===== config.mk =====
export PLATFORM = sky130hd
export DESIGN_NAME = mario_motion_ctrl
export DESIGN_NICKNAME = d
export VERILOG_FILES = /design/src/rtl/mario_motion_ctrl.sv
export SDC_FILE = /design/constraint.sdc
export NUM_CORES = 1
export LEC_CHECK = 0
export BUFFER_PORTS_ARGS = -buffer_cell sky130_fd_sc_hd__buf_2
export CAP_MARGIN = 20
export CORE_UTILIZATION = 59
export CTS_BUF_LIST = sky130_fd_sc_hd__clkbuf_2 sky130_fd_sc_hd__clkbuf_4 sky130_fd_sc_hd__clkbuf_8
export DETAILED_ROUTE_END_ITERATION = 7
export GPL_TIMING_DRIVEN = 0
export PLACE_DENSITY = 0.89
export REMOVE_ABC_BUFFERS = 1
export SYNTH_ARGS = -nofsm -noshare
export SYNTH_HDL_FRONTEND = slang
export SYNTH_SLANG_ARGS = --single-unit

===== constraint.sdc =====
create_clock -name clk -period 3.6 [get_ports clk]
set_input_delay 0.36 -clock clk [delete_from_list [all_inputs] [get_ports clk]]
set_output_delay 0.36 -clock clk [all_outputs]
set_load 0.005 [all_outputs]

===== src/rtl/mario_motion_ctrl.sv =====
// Per-frame motion controller for the player sprite: turns keys and position into
// one-cycle step pulses for the x/y position counters and runs the jump arc FSM.
module mario_motion_ctrl #(
    parameter int JUMP_HEIGHT = 24,
    parameter int HANG_FRAMES = 3,
    parameter int GROUND_Y    = 115,
    parameter int X_MAX       = 155
) (
    input  logic       clk,
    input  logic       reset,
    input  logic       frame_tick,
    input  logic       key_left,
    input  logic       key_right,
    input  logic       key_jump,
    input  logic [7:0] x_pos,
    input  logic [7:0] y_pos,
    output logic       x_enable,
    output logic       x_updown,
    output logic       y_enable,
    output logic       y_updown,
    output logic [1:0] state,
    output logic       airborne
);

    typedef enum logic [1:0] {GROUND = 2'd0, RISE = 2'd1, HANG = 2'd2, FALL = 2'd3} state_t;

    localparam logic [7:0] GY  = 8'(GROUND_Y);
    localparam logic [7:0] XM  = 8'(X_MAX);
    localparam logic [5:0] JH  = 6'(JUMP_HEIGHT);
    localparam logic [3:0] HF1 = 4'(HANG_FRAMES - 1);

    state_t     st;
    logic [5:0] rise_cnt;
    logic [3:0] hang_cnt;
    logic       jump_req;
    logic       jump_prev;

    assign state = st;

    always_ff @(posedge clk) begin
        if (reset) begin
            st        <= GROUND;
            x_enable  <= 1'b0;
            x_updown  <= 1'b0;
            y_enable  <= 1'b0;
            y_updown  <= 1'b0;
            airborne  <= 1'b0;
            rise_cnt  <= '0;
            hang_cnt  <= '0;
            jump_req  <= 1'b0;
            jump_prev <= 1'b0;
        end else begin
            jump_prev <= key_jump;
            x_enable  <= 1'b0;
            y_enable  <= 1'b0;

            // Presses while airborne are dropped; consumption below overrides a same-cycle set.
            if (st == GROUND && key_jump && !jump_prev)
                jump_req <= 1'b1;

            if (frame_tick) begin
                if (key_right && !key_left && x_pos < XM) begin
                    x_enable <= 1'b1;
                    x_updown <= 1'b1;
                end else if (key_left && !key_right && x_pos != 8'd0) begin
                    x_enable <= 1'b1;
                    x_updown <= 1'b0;
                end

                case (st)
                    GROUND: begin
                        if (jump_req) begin
                            st       <= RISE;
                            airborne <= 1'b1;
                            jump_req <= 1'b0;
                            rise_cnt <= 6'd1;
                            y_enable <= 1'b1;
                            y_updown <= 1'b0;
                        end else if (y_pos < GY) begin
                            st       <= FALL;
                            airborne <= 1'b1;
                        end
                    end
                    RISE: begin
                        if (y_pos == 8'd0 || rise_cnt == JH) begin
                            st       <= HANG;
                            hang_cnt <= '0;
                        end else begin
                            y_enable <= 1'b1;
                            y_updown <= 1'b0;
                            if (rise_cnt != 6'h3f)
                                rise_cnt <= rise_cnt + 6'd1;
                        end
                    end
                    HANG: begin
                        if (hang_cnt == HF1)
                            st <= FALL;
                        else
                            hang_cnt <= hang_cnt + 4'd1;
                    end
                    FALL: begin
                        if (y_pos >= GY) begin
                            st       <= GROUND;
                            airborne <= 1'b0;
                        end else begin
                            y_enable <= 1'b1;
                            y_updown <= 1'b1;
                        end
                    end
                endcase
            end
        end
    end

endmodule


# Word level (Yosys, flattened, before mapping)
# Index checks and enable logic that the tools add are counted.
# word_totals
latch_bits	0
in_bits	22
mem_bits_rw	0
reg_bits	19
memories	0
rom_bits	0
# classes
mux	33
eq_ne	15
n_div	0
reduce_logical	25
order_cmp	3
n_mul	0
addsub	2
shifts	0
bitwise_logic	1
# ops
op	n
6-bit two-way mux	3
1-bit two-way mux	17
2-bit != test (second input constant)	8
5-bit AND reduction	3
6-bit case mux with 2 select lines	1
2-bit two-way mux	5
8-bit by 7-bit >= comparator with 1-bit output (second input constant)	1
8-bit logical NOT	1
8-bit by 7-bit < comparator with 1-bit output (second input constant)	1
8-bit < comparator (second input constant)	1
4-bit two-way mux	2
2-bit case mux with 4 select lines	1
4-bit case mux with 2 select lines	1
4-bit AND reduction	2
2-bit nonzero test	4
8-bit nonzero test	1
6-bit by 1-bit adder with 6-bit output (second input constant)	1
6-bit by 5-bit == test with 1-bit output (second input constant)	1
1-bit logical AND	6
6-bit != test (second input constant)	1
1-bit case mux with 3 select lines	2
4-bit by 1-bit adder with 4-bit output (second input constant)	1
2-bit == test (second input constant)	2
4-bit by 2-bit == test with 1-bit output (second input constant)	1
other kinds (10)	12

# Logic depth before layout (Yosys ltp)
# Gate-level depths: netlist of run 1.
# depth
depth_word	7
mapped_depth	8
depth_no_buf	7

# Worst setup path after synthesis of run 1
# Ideal clock, no wire load.
# synth_timing
path_kind	input-to-reg
from	in y_pos[0]
to	reg st[0] (netlist: state[0])
stages	5
slack_ns	1.860
arrival_ns	1.654
t_required_ns	3.514
setup_ns	0.086
cell_sequence	a211o_1 -> a41oi_1 -> mux2_2 -> nor4b_1 -> a211oi_1
# synth_via
elab_chain_cells	4
word_cells_on_any_way	8
cone_classes	order compare (2); eq/ne (3); reduce/logical (3)
# synth_rtl
item	line_no	rtl
start, declared	16	input logic [7:0] y_pos,
parallel branches: the longest is 3 deep, another holds 8-bit by 7-bit < comparator with 1-bit output	-	
5-bit AND reduction (no source line) (*)	-	
end signal, assigned	80	st <= FALL;
end signal, assigned	86	st <= HANG;
end signal, assigned	97	st <= FALL;
end, declared	32	state_t st;
# Mark *: on every way between the ends.
# A chain may end at the register's enable or synchronous reset.

# Worst setup path in the final report of run 1
# layout_timing
from	reg st[1] (netlist: state[1])
to	reg hang_cnt[3]
# layout_via
elab_chain_cells	3
word_cells_on_any_way	7
cone_classes	eq/ne (4); mux (1); reduce/logical (2)
# layout_rtl
item	line_no	rtl
start signal, assigned	42	st <= GROUND;
start signal, assigned	73	st <= RISE;
start signal, assigned	80	
2-bit == test / 2-bit by 1-bit == test with 1-bit output (equally long branches)	70	case (st)
2-bit != test (no source line) / 2-bit nonzero test (equally long branches)	-	
4-bit AND reduction (no source line)	-	
end signal, assigned	99	hang_cnt <= hang_cnt + 4'd1;
end, declared	34	logic [3:0] hang_cnt;
# Parallel ways exist; a longest one is shown, timed or not.

==> metrics.cfg, run 1 <==
[status]
status = complete, no violations

[clock_network]
cts_root_buffer = clkbuf_4
clk_path_buf_depth = 2
ctsHoldBuffers = 0
cts_made_buffers = 3
cts_tree = built
clk_latency_ps = 310
cts_max_level = 1
cts_sinks = 19
clkSlewWorstSetupHoldPaths_ps = 120
post_cts_resized = 0
postCtsSetupRepairBufs = 0

[route]
via_per_inst = 5.95
drc_errors = 0
top_layer_used = met4
routed_wl_um = 2590
drt_iter0_markers = 28
drt-met1-wl_um = 1040
dr_wl_met2_um = 1350
via_count = 1148
wl_per_cell_um = 13.4
firstDrtPassIters = 4
ant_nets = 0
wl_met3_um = 163

[synth]
synth-adder-area-share_pct = 8.53
synth_area_per_cell_um2 = 8.50
synth_xor_area_share_pct = 1.49
yosysSeqAreaShare_pct = 32.4
ys_seq_elements = 19
syn_area_um2 = 1170
synth_compound_area_share_pct = 25.6
syn-instance-count = 138
synth_top_family_by_area = compound AO/OA/AOI/OAI gates
synth_mux_area_share_pct = 1.81
yosys_warnings = 0
synth_edf_count = 0
synth-simple-area-share_pct = 25.3
yosysUniqueCellTypes = 41
async_flop_share_pct = 0
synth_top_flop_cell = dfxtp_1

[setup_path]
cp-start-kind = register
cpPeakStageDelay_ps = 430
crit_fanout = 11
arrival_ps = 2350
required_ps = 3840
end_kind = register
cp_cell_sequence = inv_1 > ha_1 > nor2_1 > a311oi_1 > o31ai_2 > or3_1 > a21oi_2
path_buf_inv = 1
critPathSlowestCell = a311oi_1
cp_top_family = compound AO/OA/AOI/OAI gates
critical_path_class = reg2reg

[final_layout]
top_register = rise_cnt
drive_above_1_share_pct = 28.0
final_cell_mix = buf_2 (28), dfxtp_1 (19), nor2_1 (16), inv_1 (13)
area_growth_pct = 16.4
layout_commonest_cell = buf_2
nets = 199
final_util_pct = 75.8
n_antenna_cell = 0
largest_reg_flops = 6
final_cell_count_no_fill = 193
final_design_area_no_fill_um2 = 1370

[global_route]
grt_max_degree = 16
overflow = 0
gr-usage-all-layers_pct = 28.2
grt_first_pass_wirelength_um = 4310
grt_antenna_before_repair = 0
grt_pass1_vias = 1102

[placed_design]
dp_hpwl_um = 2080
dp_cells = 189
placed_area_um2 = 1340
place_congestion = 0.801
post-place-ws_ps = 1560
port_buffers = 28

[floorplan]
ios = 29
die_x_um = 46.6
die_height_um = 46.6
start_util_pct = 65.1
die_area_um2 = 2170
core.rowCount = 15
core_area_um2 = 1800

[timing]
finClkSkew_ps = 19.8
final_max_slew_viol_count = 0
slew_headroom_pct = 58.2
final.setup.tns_ps = 0
max_slew.worst_pin.slew_ps = 626
grt_setup_unrepaired = false
period_share_pct = 58.5
fin_ws_ps = 1490
setup_viol = 0
hold_viol = 0
timing.fmax_mhz = 475
final.min_clock_period_ps = 2110

[hold_path]
holdCritPathClass = in2reg

[pwr]
power.switching_fraction_pct = 40.4
irDropWorstVdd_uv = 405
clock_power_share_pct = 16.0
p_leak_uw = 0.000568
pwr-share-comb_pct = 44.7
p_int_uw = 422
p_seq_share_pct = 39.3
switchingPower_uw = 286
p_per_area_nw_per_um2 = 518

[flow_run]
cap_violations = 0

area by class of cell:
cell class / instances / area (um^2)
inverter: 13 / 48.8
tap: 25 / 31.3
multi-input combinational: 104 / 736
clock inverter: 1 / 7.51
sequential: 19 / 380
timing repair buffer: 28 / 140
clock buffer: 3 / 22.5
fill: 136 / 435
per-stage QoR:
| stage | hold slack [ps] | power, uW |
|---|---|---|
| detailed placement | 492 | 594 |
| finish | 290 | 707 |
| global placement | 480 | 575 |
| CTS | 293 | 708 |
| floorplan | 429 | 505 |
| global route | 298 | 763 |
path summary, 6_finish.rpt:
kind / endpoint / slack (ps) / startpoint / cells past startpoint
setup / recovery: hang_cnt[3] / 1490 / state[1] / 7
hold / removal: jump_prev / 290 / key_jump / 2
setup reg to reg: hang_cnt[3] / 1490 / state[1] / 7
hold reg to reg: x_updown / 520 / x_updown / 2
layer usage:
layer | vias up | track usage [%]
met5 | - | 0
met4 | 0 | 10.6
met3 | 6 | 8.63
met2 | 52 | 53.1
met1 | 519 | 28.3
li1 | 571 | -
power groups by stage:
stage / clock network (uW) / logic [uW] / registers, uW
3_5_place_dp: 0 / 312 / 282
3_3_place_gp: 0 / 296 / 279
5_1_grt: 124 / 354 / 284
6_report: 113 / 316 / 278
2_1_floorplan: 0 / 226 / 279
4_1_cts: 116 / 314 / 278
cell families after synthesis:
family	count (synthesis)
buffers and inverters	15
DFF	19
adders and majority gates	8
and+or+nand+nor	51
muxes	2
xor gates and xnor gates	2
AOI/OAI and AO/OA	41
cell usage after synthesis, types with 2 or more instances:
| master | number | area, um^2 |
|---|---|---|
| a211oi_1 | 4 | 30.0 |
| a21oi_1 | 6 | 30.0 |
| a311oi_1 | 6 | 52.6 |
| a31o_2 | 3 | 26.3 |
| a31oi_1 | 2 | 12.5 |
| dfxtp_1 | 19 | 380 |
| ha_1 | 8 | 100 |
| inv_1 | 13 | 48.8 |
| nand2_1 | 8 | 30.0 |
| nand3_1 | 3 | 15.0 |
| nand4_1 | 3 | 18.8 |
| nor2_1 | 16 | 60.1 |
| nor2b_1 | 4 | 25.0 |
| nor3_1 | 6 | 30.0 |
| nor4_1 | 2 | 12.5 |
| o21a_1 | 2 | 15.0 |
| o21ai_0 | 7 | 35.0 |
| o21ai_2 | 2 | 17.5 |
| or4_4 | 2 | 22.5 |
Note: power is estimated with default switching activity, not from simulation.
==> run 2, diff against run 1 <==
- CORE_UTILIZATION: 59 -> 49
- PLACE_DENSITY: 0.89 -> 0.79
- clock period: 3.6 -> 1.75 ns (I/O delays scaled with it)
==> metrics.cfg, run 2 (synthesis results as in run 1) <==
[route]
firstDrtPassIters = 4  ; unchanged
wl_per_cell_um = 15.4  ; +15%
routed_wl_um = 3170  ; +23%
drc_errors = 0  ; unchanged
via_count = 1220  ; +6.3%
drt_iter0_markers = 46  ; +64%
via_per_inst = 5.92  ; -0.43%
ant_nets = 0  ; unchanged

[placed_design]
place_congestion = 0.827  ; +3.3%
dp_cells = 192  ; +1.6%
port_buffers = 28  ; unchanged
dp_hpwl_um = 2100  ; +1.0%
post-place-ws_ps = -339  ; -1900 ps

[global_route]
grt_max_degree = 16  ; unchanged
grt_first_pass_wirelength_um = 4830  ; +12%
overflow = 0  ; unchanged
grt_pass1_vias = 1055  ; -4.3%
grt_antenna_before_repair = 0  ; unchanged
gr-usage-all-layers_pct = 24.9  ; -3.3 points

[final_layout]
layout_commonest_cell = buf_2
n_antenna_cell = 0  ; unchanged
drive_above_1_share_pct = 41.6  ; +14 points
area_growth_pct = 32.1
multi_input_area_um2 = 818  ; +11%
regArea_um2 = 398  ; +4.6%
largest_reg_flops = 6  ; unchanged
final_cell_mix = buf_2 (28), nor2_1 (16), dfxtp_1 (13), inv_1 (11), buf_4 (10)
nets = 209  ; +5.0%
final_cell_count_no_fill = 206  ; +6.7%
fillers = 179  ; +32%
top_register = rise_cnt

[timing]
final_max_slew_viol_count = 0  ; unchanged
grt_setup_unrepaired = true
hold_viol = 0  ; unchanged
final.setup.tns_ps = -42.8  ; -42.8 ps
period_share_pct = 102  ; +43 points
final.min_clock_period_ps = 1780  ; -323 ps
slew_headroom_pct = 73.5  ; +15 points
setup_viol = 2  ; +2
finClkSkew_ps = 6.57  ; -13.2 ps
holdWs_ps = 111  ; -179 ps
max_slew.worst_pin.slew_ps = 392  ; -234 ps
fin_ws_ps = -33.3  ; -1530 ps
timing.fmax_mhz = 561  ; +18%

[hold_path]
holdPathStages = 2  ; unchanged
holdCritPathClass = in2reg

[floorplan]
start_util_pct = 52.5  ; -13 points
die_area_um2 = 2590  ; +19%
ios = 29  ; unchanged
die_x_um = 50.9  ; +9.3%
core.rowCount = 17  ; +2
core_area_um2 = 2230  ; +24%
die_height_um = 50.9  ; +9.3%

[pwr]
finalPower_uw = 1750  ; +150%
p_per_area_nw_per_um2 = 1130  ; +120%
irDropWorstVdd_uv = 1020  ; +150%
p_leak_uw = 0.000651  ; +15%

[clock_network]
cts_root_buffer = clkbuf_4
clk_latency_ps = 310  ; about the same
clk_path_buf_depth = 2  ; unchanged
cts_tree = built
cts_max_level = 1  ; unchanged
ctsHoldBuffers = 0  ; unchanged
clkSlewWorstSetupHoldPaths_ps = 100  ; -20 ps
cts_made_buffers = 3  ; unchanged
cts_sinks = 19  ; unchanged

[status]
violations = negative setup slack
status = finished, violations left

[setup_path]
critical_path_class = reg2reg
arrival_ps = 1980  ; -370 ps
cp-start-kind = register
crit_fanout = 8  ; -3
r2r_cells = 7  ; unchanged
r2r_slack_ps = -30  ; -1530 ps
required_ps = 1940  ; -1900 ps
end_kind = register

[flow_run]
cap_violations = 0  ; unchanged

## run 2: cell count changes in the layout (fill, tap and decap cells not counted), sizes merged
cell | before | now
clkbuf | 3 | 4
buf | 28 | 38
clkinvlp | 1 | 0
## run 2: per-layer routing
metal / share of wire, % / global-route usage, %
met5: 0 / 0
met4: 2.1 / 12.5
met2: 51 / 41.0
met1: 41 / 31.0
met3: 6.3 / 4.17
## run 2: final cells by class
type	count	share of cell area, %
sequential	19	25.7
tap	28	2.26
multi-input combinational	104	52.8
clock buffer	4	1.94
inverter	13	3.47
timing repair buffer	38	13.9
## run 2: power breakdown
group	leakage, uW	switching (uW)	total [uW]	internal [uW]
registers	0.000159	94.6	621	526
logic	0.000474	456	889	433
clock network	0.0000184	139	244	105
## run 2: per-stage QoR
stage	util, %	instance area [um^2]
after floorplan	-	1160
after global placement	60.0	1340
after detailed placement	60.0	1340
after CTS	63.4	1420
after global routing	69.4	1550
final	69.4	1550
## run 2: worst paths after layout
check,end,startpoint
worst max-delay path,state[0],state[0]
worst min-delay path,jump_prev,key_jump
worst max register to register,state[0],state[0]
worst min register to register,rise_cnt[0],rise_cnt[0]
## run 2: repair_timing
item,in CTS,in global routing
resized for setup,11,21
setup endpoints to repair,13,12
pin swaps,2,6
buffers inserted,0,10
## run 2: worst max-delay path, stage by stage, from the launching register on
cell	delay, ps
dfxtp_4	380
inv_4	80
ha_4	180
nor2b_4	200
nor2_1	50
mux2_2	310
nor4b_1	170
a211oi_1	290
